**src/rtl/instr_fetch_unit.sv**
```systemverilog
// Instruction fetch unit: fetches one word per retired instruction and computes the next PC.
// Optional macro IFU_ALIGN_CHECK_EN traps misaligned next-PC targets into a sticky error state.
module instr_fetch_unit #(
  parameter logic [31:0] RESET_PC = 32'h0000_3000
) (
  input  logic        clk,
  input  logic        rst_n,
  output logic        imem_req,
  output logic [31:0] imem_addr,
  input  logic        imem_ack,
  input  logic [31:0] imem_rdata,
  output logic [31:0] instr,
  output logic        instr_valid,
  output logic [31:0] pc,
  output logic [31:0] pc_plus4,
  input  logic        commit,
  input  logic        npc_sel,
  input  logic        j_sel,
  input  logic        jr_sel,
  input  logic        zero,
  input  logic [31:0] rs_data,
  output logic        fetch_err
);

  typedef enum logic [1:0] {
    IDLE  = 2'd0,
    REQ   = 2'd1,
    VALID = 2'd2,
    ERR   = 2'd3
  } state_t;

  state_t      state_q, state_d;
  logic [31:0] pc_q, pc_d;
  logic [31:0] pc_plus4_q, pc_plus4_d;
  logic [31:0] instr_q, instr_d;
  logic        imem_req_q, imem_req_d;
  logic        instr_valid_q, instr_valid_d;
  logic        fetch_err_q, fetch_err_d;

  logic [31:0] branch_off_s;
  logic [31:0] target_raw_s;
  logic [31:0] target_s;
  logic        misaligned_s;

  // Next-PC target selection for the instruction currently held in instr_q.
  always_comb begin
    branch_off_s = {{14{instr_q[15]}}, instr_q[15:0], 2'b00};
    if (jr_sel) begin
      target_raw_s = rs_data;
    end else if (j_sel) begin
      target_raw_s = {pc_plus4_q[31:28], instr_q[25:0], 2'b00};
    end else if (npc_sel && zero) begin
      target_raw_s = pc_plus4_q + branch_off_s;
    end else begin
      target_raw_s = pc_plus4_q;
    end
`ifdef IFU_ALIGN_CHECK_EN
    misaligned_s = (target_raw_s[1:0] != 2'b00);
    target_s     = target_raw_s;
`else
    misaligned_s = 1'b0;
    target_s     = target_raw_s & 32'hFFFF_FFFC;
`endif
  end

  // Fetch state machine: next state, next PC and registered-output values.
  always_comb begin
    state_d     = state_q;
    pc_d        = pc_q;
    pc_plus4_d  = pc_plus4_q;
    instr_d     = instr_q;
    fetch_err_d = fetch_err_q;
    case (state_q)
      IDLE: begin
        state_d = REQ;
      end
      REQ: begin
        if (imem_ack) begin
          instr_d = imem_rdata;
          state_d = VALID;
        end else begin
          state_d = REQ;
        end
      end
      VALID: begin
        if (commit) begin
          pc_d       = target_s;
          pc_plus4_d = target_s + 32'd4;
          if (misaligned_s) begin
            state_d     = ERR;
            fetch_err_d = 1'b1;
          end else begin
            state_d = REQ;
          end
        end else begin
          state_d = VALID;
        end
      end
      ERR: begin
        state_d = ERR;
      end
      default: begin
        state_d = IDLE;
      end
    endcase
    // Outputs are registered from the next state so they line up with state_q.
    imem_req_d    = (state_d == REQ);
    instr_valid_d = (state_d == VALID);
  end

  // State and output registers with synchronous active-low reset.
  always_ff @(posedge clk) begin
    if (!rst_n) begin
      state_q       <= IDLE;
      pc_q          <= RESET_PC;
      pc_plus4_q    <= RESET_PC + 32'd4;
      instr_q       <= 32'd0;
      imem_req_q    <= 1'b0;
      instr_valid_q <= 1'b0;
      fetch_err_q   <= 1'b0;
    end else begin
      state_q       <= state_d;
      pc_q          <= pc_d;
      pc_plus4_q    <= pc_plus4_d;
      instr_q       <= instr_d;
      imem_req_q    <= imem_req_d;
      instr_valid_q <= instr_valid_d;
      fetch_err_q   <= fetch_err_d;
    end
  end

  assign imem_req    = imem_req_q;
  assign imem_addr   = pc_q;
  assign instr       = instr_q;
  assign instr_valid = instr_valid_q;
  assign pc          = pc_q;
  assign pc_plus4    = pc_plus4_q;
  assign fetch_err   = fetch_err_q;

endmodule
```
**config.mk**
```make
export PLATFORM = sky130hd
export DESIGN_NAME = instr_fetch_unit
export DESIGN_NICKNAME = d
export VERILOG_FILES = /design/src/rtl/instr_fetch_unit.sv
export SDC_FILE = /design/constraint.sdc
export NUM_CORES = 1
export LEC_CHECK = 0
export ABC_CLOCK_PERIOD_IN_PS = 3450
export BUFFER_PORTS_ARGS = -buffer_cell sky130_fd_sc_hd__buf_2
export CAP_MARGIN = 25
export CORE_UTILIZATION = 48
export DETAILED_ROUTE_END_ITERATION = 16
export PLACE_DENSITY = 0.81
export SLEW_MARGIN = 15
export SYNTH_ARGS = -nofsm -noshare
export SYNTH_HDL_FRONTEND = slang
export SYNTH_SLANG_ARGS = --single-unit
```
**constraint.sdc**
```tcl
create_clock -name clk -period 3.45 [get_ports clk]
set_clock_uncertainty 0.15 [all_clocks]
set_input_delay 0.5175 -clock clk [delete_from_list [all_inputs] [get_ports clk]]
set_output_delay 0.5175 -clock clk [all_outputs]
set_load 0.1 [all_outputs]
```
Word level (Yosys, flattened, before mapping)
Index checks and enable logic that the tools add are counted.

Logic and storage cells: 23. Output and inout bits: 131. Memory bits (read-only): 0. Bits of input ports: 72. Memories: 0. Latch bits: 0. Flip-flop bits (word level): 98. Bits in writable memories: 0.

Multiply operators: 0. Equal/unequal tests: 5. Add/sub/neg operators: 2. Magnitude comparators: 0. Reductions and logical operators: 4. Divide/modulo/power cells: 0. Multiplexer cells: 6. Bitwise logic cells: 0. Shift-type cells: 0.

Operators by type and width (number): $mux W32 (3); $add A32 B3 Y32 const B (1); $add A32 B32 Y32 (1); $pmux W2 S4 (1); $eq A2 B2 Y1 const B (3); $eq A2 B1 Y1 const B (2); $mux W2 (2); $reduce_and A2 Y1 (2); $logic_not A2 Y1 (1); $logic_and A1 B1 Y1 (1).

Longest topological paths before layout
Gate-level depths: netlist of the first run.

Word-level depth: 5. Mapped depth: 17. Gate-level depth less buffers: 15.

Least setup slack after synthesis of the first run
OpenSTA, ideal clock, no wires.

Kind: register to register. From: register instr_q[15] (netlist: instr[15]). To: register pc_plus4_q[31] (netlist: pc_plus4[31]). Library setup time: 75 ps. Clock period less this slack: 4281 ps. Setup slack: -831 ps. Arrival time: 4056 ps. Stages on the path, launching flop included: 12. Data required time: 3225 ps. Buffers on the path: 1. Cell sequence: dfxtp_1 > ha_1 > buf_2 > a21oi_1 > a21boi_0 > a211o_1 > or3_1 > o2111ai_1 > a21boi_1 > a311o_1 > or4_1 > a31oi_1.

Word-level cells in the longest chain between the ends: 5.

Ends and longest elaborated chain: start, declared (RTL line 35) `logic [31:0] instr_q, instr_d;`; start signal, assigned (RTL line 125) `instr_q <= instr_d;`; $add A32 B32 Y32 (RTL line 53) `target_raw_s = pc_plus4_q + branch_off_s;`; $mux W32 (RTL line 52) `end else if (npc_sel && zero) begin`; $mux W32 (*) (RTL line 50) `end else if (j_sel) begin`; $mux W32 (*) (RTL line 48) `if (jr_sel) begin`; $add A32 B3 Y32 (*) (RTL line 88) `pc_plus4_d = target_s + 32'd4;`; end signal, assigned (RTL line 116) `pc_plus4_q <= RESET_PC + 32'd4;`; end signal, assigned (RTL line 124) `pc_plus4_q <= pc_plus4_d;`; end, declared (RTL line 34) `logic [31:0] pc_plus4_q, pc_plus4_d;`.

Mark *: on every way between the ends. The rest lies on a longest branch, timed or not. A chain may end at the register's enable or synchronous reset.

Worst setup path in the final report of the first run
From: register pc_plus4_q[2] (netlist: pc_plus4[2]). To: register pc_plus4_q[31] (netlist: pc_plus4[31]).

Word-level cells in the longest chain between the ends: 5.

Ends and longest elaborated chain (RTL line): $add A32 B32 Y32 (53); $mux W32 (*) (52); $mux W32 (*) (50); $mux W32 (*) (48); $add A32 B3 Y32 (*) (88).

Marks and branches as above.

==> tab_implementation.tex, run 1 <==
\begin{tabular}{lr}
\hline
Metric & Value \\
\hline
\multicolumn{2}{l}{\textbf{Global route}} \\
\quad GRT Resource Usage Total & 0.316 \\
\quad Initial antenna violation count & 0 \\
\quad Wire length of the first global-routing pass & about 39000 um \\
\quad Maximum number of pins on one net before global-route repair & 48 \\
\quad Vias in the first global route & $\sim$8000 \\
\quad Global route overflow & 0 \\
\multicolumn{2}{l}{\textbf{Placement}} \\
\quad DP HPWL & a little under 20000 um \\
\quad Cell count after placement & between 1000 and 1500 \\
\quad Number of I/O port buffers & 193 \\
\quad Post-placement setup slack & -182 ps \\
\quad Gp weighted congestion & 1.03 \\
\multicolumn{2}{l}{\textbf{Worst setup path}} \\
\quad Required time of the worst setup path & between 3000 and 4000 ps \\
\quad CP Capture Type & flip-flop \\
\quad Type of the worst setup path & reg -> reg \\
\quad Startpoint Class & flip-flop \\
\quad Signal arrival time at the worst endpoint & 3770 ps \\
\quad Biggest fanout along the worst timing path & 3 \\
\multicolumn{2}{l}{\textbf{Timing}} \\
\quad Final WS setup & -186 ps \\
\quad Tmin final & 3640 ps \\
\quad Final Hold Viols & 0 \\
\quad Worst-Margin Slew & about 770 ps \\
\quad Maximum achievable frequency & between 200 and 300 MHz \\
\quad Max-slew violation count & 0 \\
\quad Unrepaired setup endpoints after global routing & yes \\
\quad Portion of the clock cycle consumed by the worst path in the final layout & 1.05 \\
\quad Finish-stage setup viols & 10 \\
\quad Max\_slew headroom & 0.483 \\
\multicolumn{2}{l}{\textbf{Floorplanning}} \\
\quad FP Rows & 44 \\
\quad Y dimension of the die & between 100 and 150 um \\
\quad Total I/O pin count & just over 200 \\
\quad Initial Util & 0.496 \\
\quad Die Width & 125 um \\
\quad Die area & between 15000 and 20000 um2 \\
\quad Placeable core region & roughly 15000 um2 \\
\multicolumn{2}{l}{\textbf{Route}} \\
\quad Routed wire length & between 20000 and 30000 um \\
\quad Number of vias after detailed routing & between 8000 and 9000 \\
\quad Number of search-and-repair iterations in the first detailed-routing pass & 6 \\
\quad Number of vias per cell after detailed routing & between 5 and 6 \\
\quad Detailed-route wire length per cell & between 15 and 20 um \\
\quad Antenna-violating nets left & 0 \\
\quad DRC viols & 0 \\
\quad Number of DRC markers in iteration 0 & 714 \\
\multicolumn{2}{l}{\textbf{Synthesis}} \\
\quad Arithmetic-cell share of the synthesized area counting full adders, half adders and majority gates & 0.0547 \\
\quad Distinct cell type count after synthesis & 89 \\
\quad Dominant cells by area after synthesis & sky130\_fd\_sc\_hd\_\_dfxtp\_1 (27\%), sky130\_fd\_sc\_hd\_\_nand2\_1 (8.9\%), sky130\_fd\_sc\_hd\_\_a21oi\_1 (7.5\%) \\
\quad Post-synthesis sequential area ratio & 0.266 \\
\quad Leading cell types by count after synthesis & sky130\_fd\_sc\_hd\_\_nand2\_1 (171), sky130\_fd\_sc\_hd\_\_a21oi\_1 (108), sky130\_fd\_sc\_hd\_\_dfxtp\_1 (96), sky130\_fd\_sc\_hd\_\_nor2\_1 (81), sky130\_fd\_sc\_hd\_\_o21ai\_0 (57) \\
\quad Share of the synthesized area in the top cell type & 0.266 \\
\quad Yosys warnings & 0 \\
\quad Top-count cell post-synth & sky130\_fd\_sc\_hd\_\_nand2\_1 \\
\quad Compound-cell area share of the yosys netlist & 0.272 \\
\quad Post-Syn Area & roughly 7200 um2 \\
\quad Count of flip-flops with a built-in enable after synthesis & 0 \\
\quad Count of mapped cells out of synthesis & 980 \\
\quad Mux contribution to synthesized area & 0.0156 \\
\quad Post-Synth XOR/XNOR Area & 0.0254 \\
\quad Ys flop type & sky130\_fd\_sc\_hd\_\_dfxtp\_1 \\
\quad Synthesized flop and latch total & between 90 and 100 \\
\quad Average cell area after synthesis & 7.38 um2 \\
\quad Simple-gate area share of the yosys netlist & 0.282 \\
\quad Top cell type by total area after synthesis & sky130\_fd\_sc\_hd\_\_dfxtp\_1 \\
\quad Proportion of synthesized flip-flops having asynchronous set or reset & 0 \\
\quad Combinational family with the most area after synthesis & simple AND/OR/NAND/NOR gates \\
\multicolumn{2}{l}{\textbf{Final layout}} \\
\quad Layout Area Growth over Synthesis & 31.0\% \\
\quad Antenna diode count & 0 \\
\quad Nets@finish & 1331 \\
\quad Share of layout cells above drive strength 1 & 0.363 \\
\quad Filler-free cell count of the finished design & 1417 \\
\multicolumn{2}{l}{\textbf{CTS}} \\
\quad Root buffer cell & sky130\_fd\_sc\_hd\_\_clkbuf\_16 \\
\quad Clock Pin Slew Worst Setup and Hold Paths & 70 ps \\
\quad TritonCTS clock tree & built \\
\quad Clock latency of the later-clocked register in the worst-skew pair & approximately 360 ps \\
\quad \# H-tree levels & 3 \\
\quad TritonCTS Buffers & 9 \\
\quad CTS sink cnt & between 90 and 100 \\
\quad Maximum clock path buffer count & 2 \\
\multicolumn{2}{l}{\textbf{Pwr}} \\
\quad Static leakage & about 4.2 nW \\
\quad Pwr/cell area & approximately 330 nW/um2 \\
\quad Max VDD drop & between 0.2 and 0.25 mV \\
\multicolumn{2}{l}{\textbf{Outcome}} \\
\quad Violations in the final reports & setup timing \\
\quad Outcome & finished with violations \\
\multicolumn{2}{l}{\textbf{Job}} \\
\quad Maximum capacitance violations & 0 \\
\multicolumn{2}{l}{\textbf{Worst hold path}} \\
\quad Worst min path class & in -> reg \\
\hline
\end{tabular}
==> cell usage in the layout, fill, tap and decap left out, drive strengths merged, types with 5 or more instances in the layout <==
| master | n |
|---|---|
| a21oi | 112 |
| nand2b | 7 |
| and3 | 11 |
| or3 | 11 |
| a21boi | 5 |
| nor4 | 8 |
| inv | 13 |
| clkbuf | 13 |
| o21ai | 62 |
| or2 | 6 |
| ha | 30 |
| or4 | 5 |
| a31oi | 6 |
| and2 | 6 |
| o31ai | 6 |
| nor2 | 81 |
| a211oi | 21 |
| a21o | 5 |
| xor2 | 6 |
| nor3 | 31 |
| nand2 | 171 |
| conb | 7 |
| buf | 327 |
| nor3b | 6 |
| o221ai | 6 |
| o211ai | 11 |
| a221o | 5 |
| mux2i | 9 |
| o2111ai | 6 |
| nand3 | 32 |
| o22ai | 5 |
| a22oi | 7 |
| nand4 | 19 |
| dfxtp | 96 |
| nand3b | 5 |
| xnor2 | 15 |
| o21a | 11 |
==> stage by stage <==
step	power (mW)	util	setup TNS [ps]	area, um2	hold slack (ps)
floorplan	1.93	-	-276	7400	344
global placement	2.18	0.619	-343	9030	290
detailed placement	2.19	0.619	-520	9030	296
CTS	3.14	0.640	-626	9330	225
global route	3.27	0.649	-2430	9470	238
finish	3.15	0.649	-808	9470	228
==> final cells by class <==
class                      count  area (um2)
sequential                    96        2010
tap                          184         230
timing repair buffer         327        2010
fill                        1259        5110
clock inverter                 3        20.0
clock buffer                  13         250
multi-input combinational    782        4910
inverter                      12        45.0
==> registers in the layout, summed over array words and instances, names as in the netlist <==
signal,cells
instr_valid,1
pc_plus4,30
state_q,2
imem_req,1
instr,32
imem_addr,30
==> cell families (layout without fill, tap and decap cells) <==
kind of cell,count (synthesis),count (layout)
other,1,7
DFF,96,96
and+or+nand+nor,414,414
buffers and inverters,108,355
xor gates and xnor gates,21,21
muxes,11,11
adders and majority gates,31,31
AOI/OAI and AO/OA,298,298
==> worst paths after layout <==
path	startpoint	end	slack [ps]	depth (start not counted)
worst min register to register	instr[30]$_SDFFE_PN0P_	instr[30]$_SDFFE_PN0P_	300	2
worst max-delay path	pc_plus4[2]$_SDFFE_PN1P_	pc_plus4[31]$_SDFFE_PN0P_	-190	12
worst min-delay path	imem_rdata[11]	instr[11]$_SDFFE_PN0P_	230	3
worst max register to register	pc_plus4[2]$_SDFFE_PN1P_	pc_plus4[31]$_SDFFE_PN0P_	-190	12
==> worst max-delay path, cell delays in order (launching register included) <==
cell and delay, ps:
sky130_fd_sc_hd__dfxtp_4 350, sky130_fd_sc_hd__ha_4 160, sky130_fd_sc_hd__fa_2 390, sky130_fd_sc_hd__a21o_1 220, sky130_fd_sc_hd__a311o_1 340, sky130_fd_sc_hd__a31oi_1 220, sky130_fd_sc_hd__xor2_1 140, sky130_fd_sc_hd__o221a_2 280
sky130_fd_sc_hd__or3_4 360, sky130_fd_sc_hd__nor3_4 180, sky130_fd_sc_hd__nand4_2 170, sky130_fd_sc_hd__or4_4 450, sky130_fd_sc_hd__a31oi_1 160
==> what timing repair did <==
item,4_1_cts,5_1_grt
buffers inserted,1,3
pin swaps,5,14
hold buffers,0,0
gates resized for setup,4,28
endpoints found under the setup margin,10,17
==> layer usage <==
metal,GRT usage,part of all wire
met5,0,0
met1,0.359,0.38
met3,0.0588,0.074
met4,0.210,0.067
met2,0.540,0.48
==> where the power goes <==
| group | switching (mW) | internal (mW) | total [mW] |
|---|---|---|---|
| logic | 0.733 | 0.273 | 1.01 |
| registers | 0.0403 | 1.14 | 1.18 |
| clock network | 0.448 | 0.511 | 0.959 |
| total | 1.22 | 1.93 | 3.15 |
(Power assumes the default switching activity.)
==> inputs of run 2 (changes only) <==
--- a/config.mk
+++ b/config.mk
@@ -5,12 +5,13 @@
 export SDC_FILE = /design/constraint.sdc
 export NUM_CORES = 1
 export LEC_CHECK = 0
-export ABC_CLOCK_PERIOD_IN_PS = 3450
+export ABC_CLOCK_PERIOD_IN_PS = 3900
 export BUFFER_PORTS_ARGS = -buffer_cell sky130_fd_sc_hd__buf_2
 export CAP_MARGIN = 25
-export CORE_UTILIZATION = 48
+export CORE_UTILIZATION = 54
 export DETAILED_ROUTE_END_ITERATION = 16
-export PLACE_DENSITY = 0.81
+export MAX_ROUTING_LAYER = met4
+export PLACE_DENSITY = 0.86
 export SLEW_MARGIN = 15
 export SYNTH_ARGS = -nofsm -noshare
 export SYNTH_HDL_FRONTEND = slang
==> constraint.sdc (replaced) <==
create_clock -name clk -period 3.9 [get_ports clk]
set_clock_uncertainty 0.15 [all_clocks]
set_input_delay 0.585 -clock clk [delete_from_list [all_inputs] [get_ports clk]]
set_output_delay 0.585 -clock clk [all_outputs]
set_load 0.1 [all_outputs]
==> tab_implementation.tex, run 2 (same netlist as run 1, synthesis figures left out) <==
\begin{tabular}{lr}
\hline
Metric & Value \\
\hline
\multicolumn{2}{l}{\textbf{Global route}} \\
\quad Global route overflow & 0 (unchanged) \\
\quad Vias in the first global route & 7244 (-6.8\%) \\
\quad Initial antenna violation count & 0 (unchanged) \\
\quad Wire length of the first global-routing pass & 37000 um (-5.4\%) \\
\quad Maximum number of pins on one net before global-route repair & 73 (+52\%) \\
\quad GRT Resource Usage Total & 0.344 (+0.0272) \\
\multicolumn{2}{l}{\textbf{Worst setup path}} \\
\quad Signal arrival time at the worst endpoint & 3900 ps (+130 ps) \\
\quad Required time of the worst setup path & 4030 ps (+450 ps) \\
\quad Type of the worst setup path & reg -> reg \\
\quad Startpoint Class & flip-flop \\
\quad CP Capture Type & flip-flop \\
\quad Biggest fanout along the worst timing path & 5 (+2) \\
\multicolumn{2}{l}{\textbf{Worst hold path}} \\
\quad Worst min path class & reg -> reg \\
\multicolumn{2}{l}{\textbf{Floorplanning}} \\
\quad Y dimension of the die & 118 um (-5.6\%) \\
\quad FP Rows & 41 (-6.8\%) \\
\quad Die Width & 118 um (-5.6\%) \\
\quad Initial Util & 0.564 (+0.0682) \\
\quad Total I/O pin count & 203 (unchanged) \\
\quad Placeable core region & 12800 um2 (-12\%) \\
\quad Die area & 13900 um2 (-11\%) \\
\multicolumn{2}{l}{\textbf{Route}} \\
\quad Detailed-route wire length per cell & 17.8 um (+0.44\%) \\
\quad Number of DRC markers in iteration 0 & 770 (+7.8\%) \\
\quad DRC viols & 0 (unchanged) \\
\quad Number of search-and-repair iterations in the first detailed-routing pass & 5 (-1) \\
\quad Number of vias per cell after detailed routing & 6.11 (+2.9\%) \\
\quad Routed wire length & 23500 um (-6.4\%) \\
\quad Number of vias after detailed routing & 8070 (-4.0\%) \\
\quad Antenna-violating nets left & 0 (unchanged) \\
\multicolumn{2}{l}{\textbf{Outcome}} \\
\quad Outcome & finished, final reports clean \\
\multicolumn{2}{l}{\textbf{CTS}} \\
\quad CTS sink cnt & 96 (unchanged) \\
\quad Post-cts hold buffer count & 0 (unchanged) \\
\quad \# H-tree levels & 3 (unchanged) \\
\quad Clock latency of the later-clocked register in the worst-skew pair & 360 ps (about the same) \\
\quad Root buffer cell & sky130\_fd\_sc\_hd\_\_clkbuf\_16 \\
\quad Maximum clock path buffer count & 2 (unchanged) \\
\quad TritonCTS Buffers & 9 (unchanged) \\
\quad Clock Pin Slew Worst Setup and Hold Paths & 70 ps (about the same) \\
\quad TritonCTS clock tree & built \\
\multicolumn{2}{l}{\textbf{Placement}} \\
\quad Post-placement setup slack & 66.2 ps (+248 ps) \\
\quad Cell count after placement & 1302 (-6.8\%) \\
\quad Number of I/O port buffers & 193 (unchanged) \\
\quad DP HPWL & 17800 um (-9.7\%) \\
\quad Placed standard-cell area & 8290 um2 (-8.2\%) \\
\quad Gp weighted congestion & 1.02 (-0.13\%) \\
\multicolumn{2}{l}{\textbf{Final layout}} \\
\quad Share of layout cells above drive strength 1 & 0.299 (-0.0640) \\
\quad Core occupancy in the finished layout & 0.677 (+0.0276) \\
\quad Most common cell after layout, fill and taps aside & sky130\_fd\_sc\_hd\_\_buf\_2 \\
\quad Filler-free cell count of the finished design & 1321 (-6.8\%) \\
\quad Area of all placed cells without fillers & 8680 um2 (-8.4\%) \\
\quad Most used cells in the layout excluding fill and tap cells & sky130\_fd\_sc\_hd\_\_buf\_2 (193), sky130\_fd\_sc\_hd\_\_nand2\_1 (171), sky130\_fd\_sc\_hd\_\_a21oi\_1 (107), sky130\_fd\_sc\_hd\_\_nor2\_1 (80), sky130\_fd\_sc\_hd\_\_dfxtp\_1 (64) \\
\quad Antenna diode count & 0 (unchanged) \\
\quad Nets@finish & 1247 (-6.3\%) \\
\quad Number of flip-flops under the largest register name & 32 (unchanged) \\
\quad Number of inserted filler cells in the final layout & 1132 (-10\%) \\
\quad Layout Area Growth over Synthesis & 20.1\% \\
\multicolumn{2}{l}{\textbf{Timing}} \\
\quad Final Hold Viols & 0 (unchanged) \\
\quad Finish-stage setup viols & 0 (-10) \\
\quad Maximum achievable frequency & 265 MHz (-3.6\%) \\
\quad Max-slew violation count & 0 (unchanged) \\
\quad Fin Hold WS & 304 ps (+76.5 ps) \\
\quad Worst-Margin Slew & 730 ps (-42.1 ps) \\
\quad Tmin final & 3770 ps (+135 ps) \\
\quad Max\_slew headroom & 0.512 (+0.0285) \\
\quad Sum of negative setup slack & 0 ps (+808 ps) \\
\quad Final WS setup & 129 ps (+315 ps) \\
\quad Portion of the clock cycle consumed by the worst path in the final layout & 0.967 (-0.0870) \\
\multicolumn{2}{l}{\textbf{Pwr}} \\
\quad Share of total power in sequential cells & 0.386 (+0.010) \\
\quad Sw Ratio & 0.398 (+0.00944) \\
\quad Static leakage & 3.73 nW (-11\%) \\
\quad Portion of total power attributed to the clock network & 0.317 (+0.012) \\
\quad Pwr/cell area & 316 nW/um2 (-4.8\%) \\
\quad Net load switching power & 1.09 mW (-11\%) \\
\quad Max VDD drop & 0.306 mV (+33\%) \\
\quad Final Total Pwr & 2.75 mW (-13\%) \\
\quad Internal portion of total power & 1.65 mW (-14\%) \\
\quad Share of power burned in combinational logic & 0.297 (-0.023) \\
\multicolumn{2}{l}{\textbf{Job}} \\
\quad Maximum capacitance violations & 0 (unchanged) \\
\hline
\end{tabular}
[run 2: critical path, cell delays in order, from the launching register on]
cell and delay (ps):
sky130_fd_sc_hd__dfxtp_2 350, sky130_fd_sc_hd__ha_2 200, sky130_fd_sc_hd__fa_2 350, sky130_fd_sc_hd__a21o_1 240, sky130_fd_sc_hd__a311o_1 390, sky130_fd_sc_hd__a31oi_2 200, sky130_fd_sc_hd__xor2_1 110, sky130_fd_sc_hd__o221a_2 290
sky130_fd_sc_hd__or3_4 440, sky130_fd_sc_hd__nor3_2 130, sky130_fd_sc_hd__nand4_2 160, sky130_fd_sc_hd__or4_1 510, sky130_fd_sc_hd__a31oi_1 170
[run 2: area by class of cell]
cell class / instances / area (um2) / share of cell area
multi-input cells: 782 / 4820 / 0.555
flip-flops and latches: 96 / 1960 / 0.226
repair buffers: 243 / 1360 / 0.156
clock buffers: 9 / 225 / 0.0259
well taps: 172 / 215 / 0.0248
clock inverters: 7 / 60.1 / 0.00692
inverters: 12 / 45.0 / 0.00519
[run 2: final timing paths]
kind | endpoint | slack, ps | start | cells after the start
max reg2reg | pc_plus4[31]$_SDFFE_PN0P_ | 130 | instr[0]$_SDFFE_PN0P_ | 12
min | instr[27]$_SDFFE_PN0P_ | 300 | instr[27]$_SDFFE_PN0P_ | 2
min reg2reg | instr[27]$_SDFFE_PN0P_ | 300 | instr[27]$_SDFFE_PN0P_ | 2
max | pc_plus4[31]$_SDFFE_PN0P_ | 130 | instr[0]$_SDFFE_PN0P_ | 12
[run 2: power groups by stage]
stage	sequential, mW	combinational, mW	clock, mW
after floorplan	1.31	0.398	0
final	1.06	0.815	0.870
after detailed placement	1.08	0.799	0
after global placement	1.08	0.791	0
after global routing	1.06	0.862	0.924
after CTS	1.06	0.801	0.876
[run 2: per-layer routing]
layer / vias to the layer above / GRT usage / routed length (um)
li1: 3857 / - / -
met1: 3702 / 0.407 / 9380
met2: 406 / 0.555 / 11100
met3: 105 / 0.0644 / 1790
met4: 0 / 0.175 / 1250
met5: - / - / 0
[run 2: timing repair]
item	in CTS	in global routing
endpoints found under the setup margin	0	13
gates resized for setup	0	19
endpoints found under the hold margin	0	0
buffers inserted	0	3
==> inputs of run 3 (changes only) <==
--- a/config.mk
+++ b/config.mk
@@ -5,10 +5,12 @@
 export SDC_FILE = /design/constraint.sdc
 export NUM_CORES = 1
 export LEC_CHECK = 0
-export ABC_CLOCK_PERIOD_IN_PS = 3900
+export ABC_CLOCK_PERIOD_IN_PS = 4170
 export BUFFER_PORTS_ARGS = -buffer_cell sky130_fd_sc_hd__buf_2
 export CAP_MARGIN = 25
-export CORE_UTILIZATION = 54
+export CELL_PAD_IN_SITES_DETAIL_PLACEMENT = 0
+export CELL_PAD_IN_SITES_GLOBAL_PLACEMENT = 1
+export CORE_UTILIZATION = 38
 export DETAILED_ROUTE_END_ITERATION = 16
 export MAX_ROUTING_LAYER = met4
 export PLACE_DENSITY = 0.86
==> constraint.sdc (replaced) <==
create_clock -name clk -period 4.17 [get_ports clk]
set_clock_uncertainty 0.15 [all_clocks]
set_input_delay 0.6255 -clock clk [delete_from_list [all_inputs] [get_ports clk]]
set_output_delay 0.6255 -clock clk [all_outputs]
set_load 0.1 [all_outputs]
==> tab_implementation.tex, run 3 (same netlist as run 1, synthesis figures left out) <==
\begin{tabular}{lr}
\hline
Metric & Value \\
\hline
\multicolumn{2}{l}{\textbf{Timing}} \\
\quad Tmin final & 3950 ps (+182 ps) \\
\quad Fin Hold WS & 303 ps (-1.58 ps) \\
\quad Maximum achievable frequency & 253 MHz (-4.6\%) \\
\quad Unrepaired setup endpoints after global routing & no \\
\quad Finish-stage setup viols & 0 (unchanged) \\
\quad Final Hold Viols & 0 (unchanged) \\
\quad Worst-Margin Slew & 819 ps (+88.8 ps) \\
\quad Max-slew violation count & 0 (unchanged) \\
\quad Portion of the clock cycle consumed by the worst path in the final layout & 0.948 (-0.0190) \\
\quad Max\_slew headroom & 0.446 (-0.0652) \\
\quad Sum of negative setup slack & 0 ps (unchanged) \\
\multicolumn{2}{l}{\textbf{Worst setup path}} \\
\quad Biggest fanout along the worst timing path & 5 (unchanged) \\
\quad Signal arrival time at the worst endpoint & 4080 ps (+180 ps) \\
\quad Required time of the worst setup path & 4300 ps (+270 ps) \\
\quad Startpoint Class & flip-flop \\
\quad Type of the worst setup path & reg -> reg \\
\quad CP Capture Type & flip-flop \\
\multicolumn{2}{l}{\textbf{Route}} \\
\quad Number of vias per cell after detailed routing & 5.66 (-7.4\%) \\
\quad Number of vias after detailed routing & 7785 (-3.5\%) \\
\quad Detailed-route wire length per cell & 18.2 um (+2.1\%) \\
\quad Number of DRC markers in iteration 0 & 592 (-23\%) \\
\quad DRC viols & 0 (unchanged) \\
\quad Antenna-violating nets left & 0 (unchanged) \\
\quad Routed wire length & 25000 um (+6.4\%) \\
\quad Number of search-and-repair iterations in the first detailed-routing pass & 5 (unchanged) \\
\multicolumn{2}{l}{\textbf{CTS}} \\
\quad Clock Pin Slew Worst Setup and Hold Paths & 70 ps (about the same) \\
\quad Root buffer cell & sky130\_fd\_sc\_hd\_\_clkbuf\_16 \\
\quad Maximum clock path buffer count & 2 (unchanged) \\
\quad Clock latency of the later-clocked register in the worst-skew pair & 350 ps (about the same) \\
\quad TritonCTS Buffers & 9 (unchanged) \\
\quad \# H-tree levels & 3 (unchanged) \\
\quad Post-CTS setup-driven buffer insertion count & 0 (unchanged) \\
\quad TritonCTS clock tree & built \\
\quad CTS sink cnt & 96 (unchanged) \\
\quad Post-cts hold buffer count & 0 (unchanged) \\
\multicolumn{2}{l}{\textbf{Global route}} \\
\quad Maximum number of pins on one net before global-route repair & 73 (unchanged) \\
\quad Vias in the first global route & 7204 (-0.55\%) \\
\quad Initial antenna violation count & 0 (unchanged) \\
\quad Wire length of the first global-routing pass & 38900 um (+5.1\%) \\
\quad GRT Resource Usage Total & 0.262 (-0.0822) \\
\quad Global route overflow & 0 (unchanged) \\
\multicolumn{2}{l}{\textbf{Final layout}} \\
\quad Number of inserted filler cells in the final layout & 1920 (+70\%) \\
\quad Core occupancy in the finished layout & 0.459 (-0.218) \\
\quad Number of flip-flops under the largest register name & 32 (unchanged) \\
\quad Most common cell after layout, fill and taps aside & sky130\_fd\_sc\_hd\_\_buf\_2 \\
\quad Most used cells in the layout excluding fill and tap cells & sky130\_fd\_sc\_hd\_\_buf\_2 (193), sky130\_fd\_sc\_hd\_\_nand2\_1 (171), sky130\_fd\_sc\_hd\_\_a21oi\_1 (108), sky130\_fd\_sc\_hd\_\_dfxtp\_1 (95), sky130\_fd\_sc\_hd\_\_nor2\_1 (80) \\
\quad Nets@finish & 1241 (-0.48\%) \\
\quad Layout Area Growth over Synthesis & 18.8\% \\
\quad Share of layout cells above drive strength 1 & 0.257 (-0.0420) \\
\quad Antenna diode count & 0 (unchanged) \\
\multicolumn{2}{l}{\textbf{Floorplanning}} \\
\quad Die Width & 140 um (+19\%) \\
\quad Die area & 19600 um2 (+41\%) \\
\quad Initial Util & 0.387 (-0.177) \\
\quad Total I/O pin count & 203 (unchanged) \\
\quad FP Rows & 50 (+22\%) \\
\quad Y dimension of the die & 140 um (+19\%) \\
\quad Placeable core region & 18700 um2 (+46\%) \\
\multicolumn{2}{l}{\textbf{Job}} \\
\quad Maximum capacitance violations & 0 (unchanged) \\
\multicolumn{2}{l}{\textbf{Pwr}} \\
\quad Final Total Pwr & 2.56 mW (-6.8\%) \\
\quad Pwr/cell area & 298 nW/um2 (-5.8\%) \\
\quad Static leakage & 3.68 nW (-1.5\%) \\
\quad Max VDD drop & 0.203 mV (-34\%) \\
\multicolumn{2}{l}{\textbf{Placement}} \\
\quad DP HPWL & 19200 um (+7.8\%) \\
\quad Number of I/O port buffers & 193 (unchanged) \\
\quad Gp weighted congestion & 0.968 (-5.5\%) \\
\multicolumn{2}{l}{\textbf{Outcome}} \\
\quad Outcome & finished, final reports clean \\
\multicolumn{2}{l}{\textbf{Worst hold path}} \\
\quad Worst min path class & reg -> reg \\
\hline
\end{tabular}
run 3: where the power goes:
group / internal, mW / leakage, nW / switching, mW
clock: 0.424 / 0.132 / 0.390
sequential: 0.950 / 0.780 / 0.0398
combinational: 0.176 / 2.77 / 0.582
total: 1.55 / 3.68 / 1.01
run 3: path summary, 6_finish.rpt:
kind / cells past startpoint / from / to / slack, ps
min reg2reg: 2 / instr[26]$_SDFFE_PN0P_ / instr[26]$_SDFFE_PN0P_ / 300
max: 12 / pc_plus4[2]$_SDFFE_PN1P_ / pc_plus4[31]$_SDFFE_PN0P_ / 220
min: 2 / instr[26]$_SDFFE_PN0P_ / instr[26]$_SDFFE_PN0P_ / 300
max reg2reg: 12 / pc_plus4[2]$_SDFFE_PN1P_ / pc_plus4[31]$_SDFFE_PN0P_ / 220
run 3: final cells by class:
cell class / instances / area, um2 / share of cell area
Multi-Input combinational cell: 782 / 4750 / 0.553
Sequential cell: 96 / 1920 / 0.224
Timing Repair Buffer: 237 / 1300 / 0.151
Tap cell: 234 / 293 / 0.0341
Clock buffer: 10 / 239 / 0.0278
Inverter: 12 / 45.0 / 0.00524
Clock inverter: 5 / 41.3 / 0.00481
run 3: critical path: stages, from the launching register on:
cell and delay [ps]:
sky130_fd_sc_hd__dfxtp_1 360, sky130_fd_sc_hd__ha_1 240, sky130_fd_sc_hd__fa_1 420, sky130_fd_sc_hd__a21o_1 240, sky130_fd_sc_hd__a311o_1 380, sky130_fd_sc_hd__a31oi_1 210
sky130_fd_sc_hd__xor2_1 120, sky130_fd_sc_hd__o221a_2 300, sky130_fd_sc_hd__or3_4 440, sky130_fd_sc_hd__nor3_2 180, sky130_fd_sc_hd__nand4_2 180, sky130_fd_sc_hd__or4_1 500
sky130_fd_sc_hd__a31oi_1 170
run 3: repair_timing:
item | 4_1_cts | 5_1_grt
setup endpoints to repair | 0 | 4
gates resized for setup | 0 | 3
endpoints found under the hold margin | 0 | 0
run 3: stage by stage:
step	setup WS (ps)	std cells	instance area, um2
after floorplan	87.8	986	7250
after global routing	20.1	1376	8590
final	217	1376	8590
after global placement	262	1361	8290
after detailed placement	225	1361	8290
after CTS	198	1376	8570
run 3: metal layers:
layer	track usage	wire length, um	vias up
met1	0.314	10400	3574
li1	-	-	3836
met5	-	0	-
met4	0.0983	746	0
met3	0.0410	1860	45
met2	0.439	12000	330
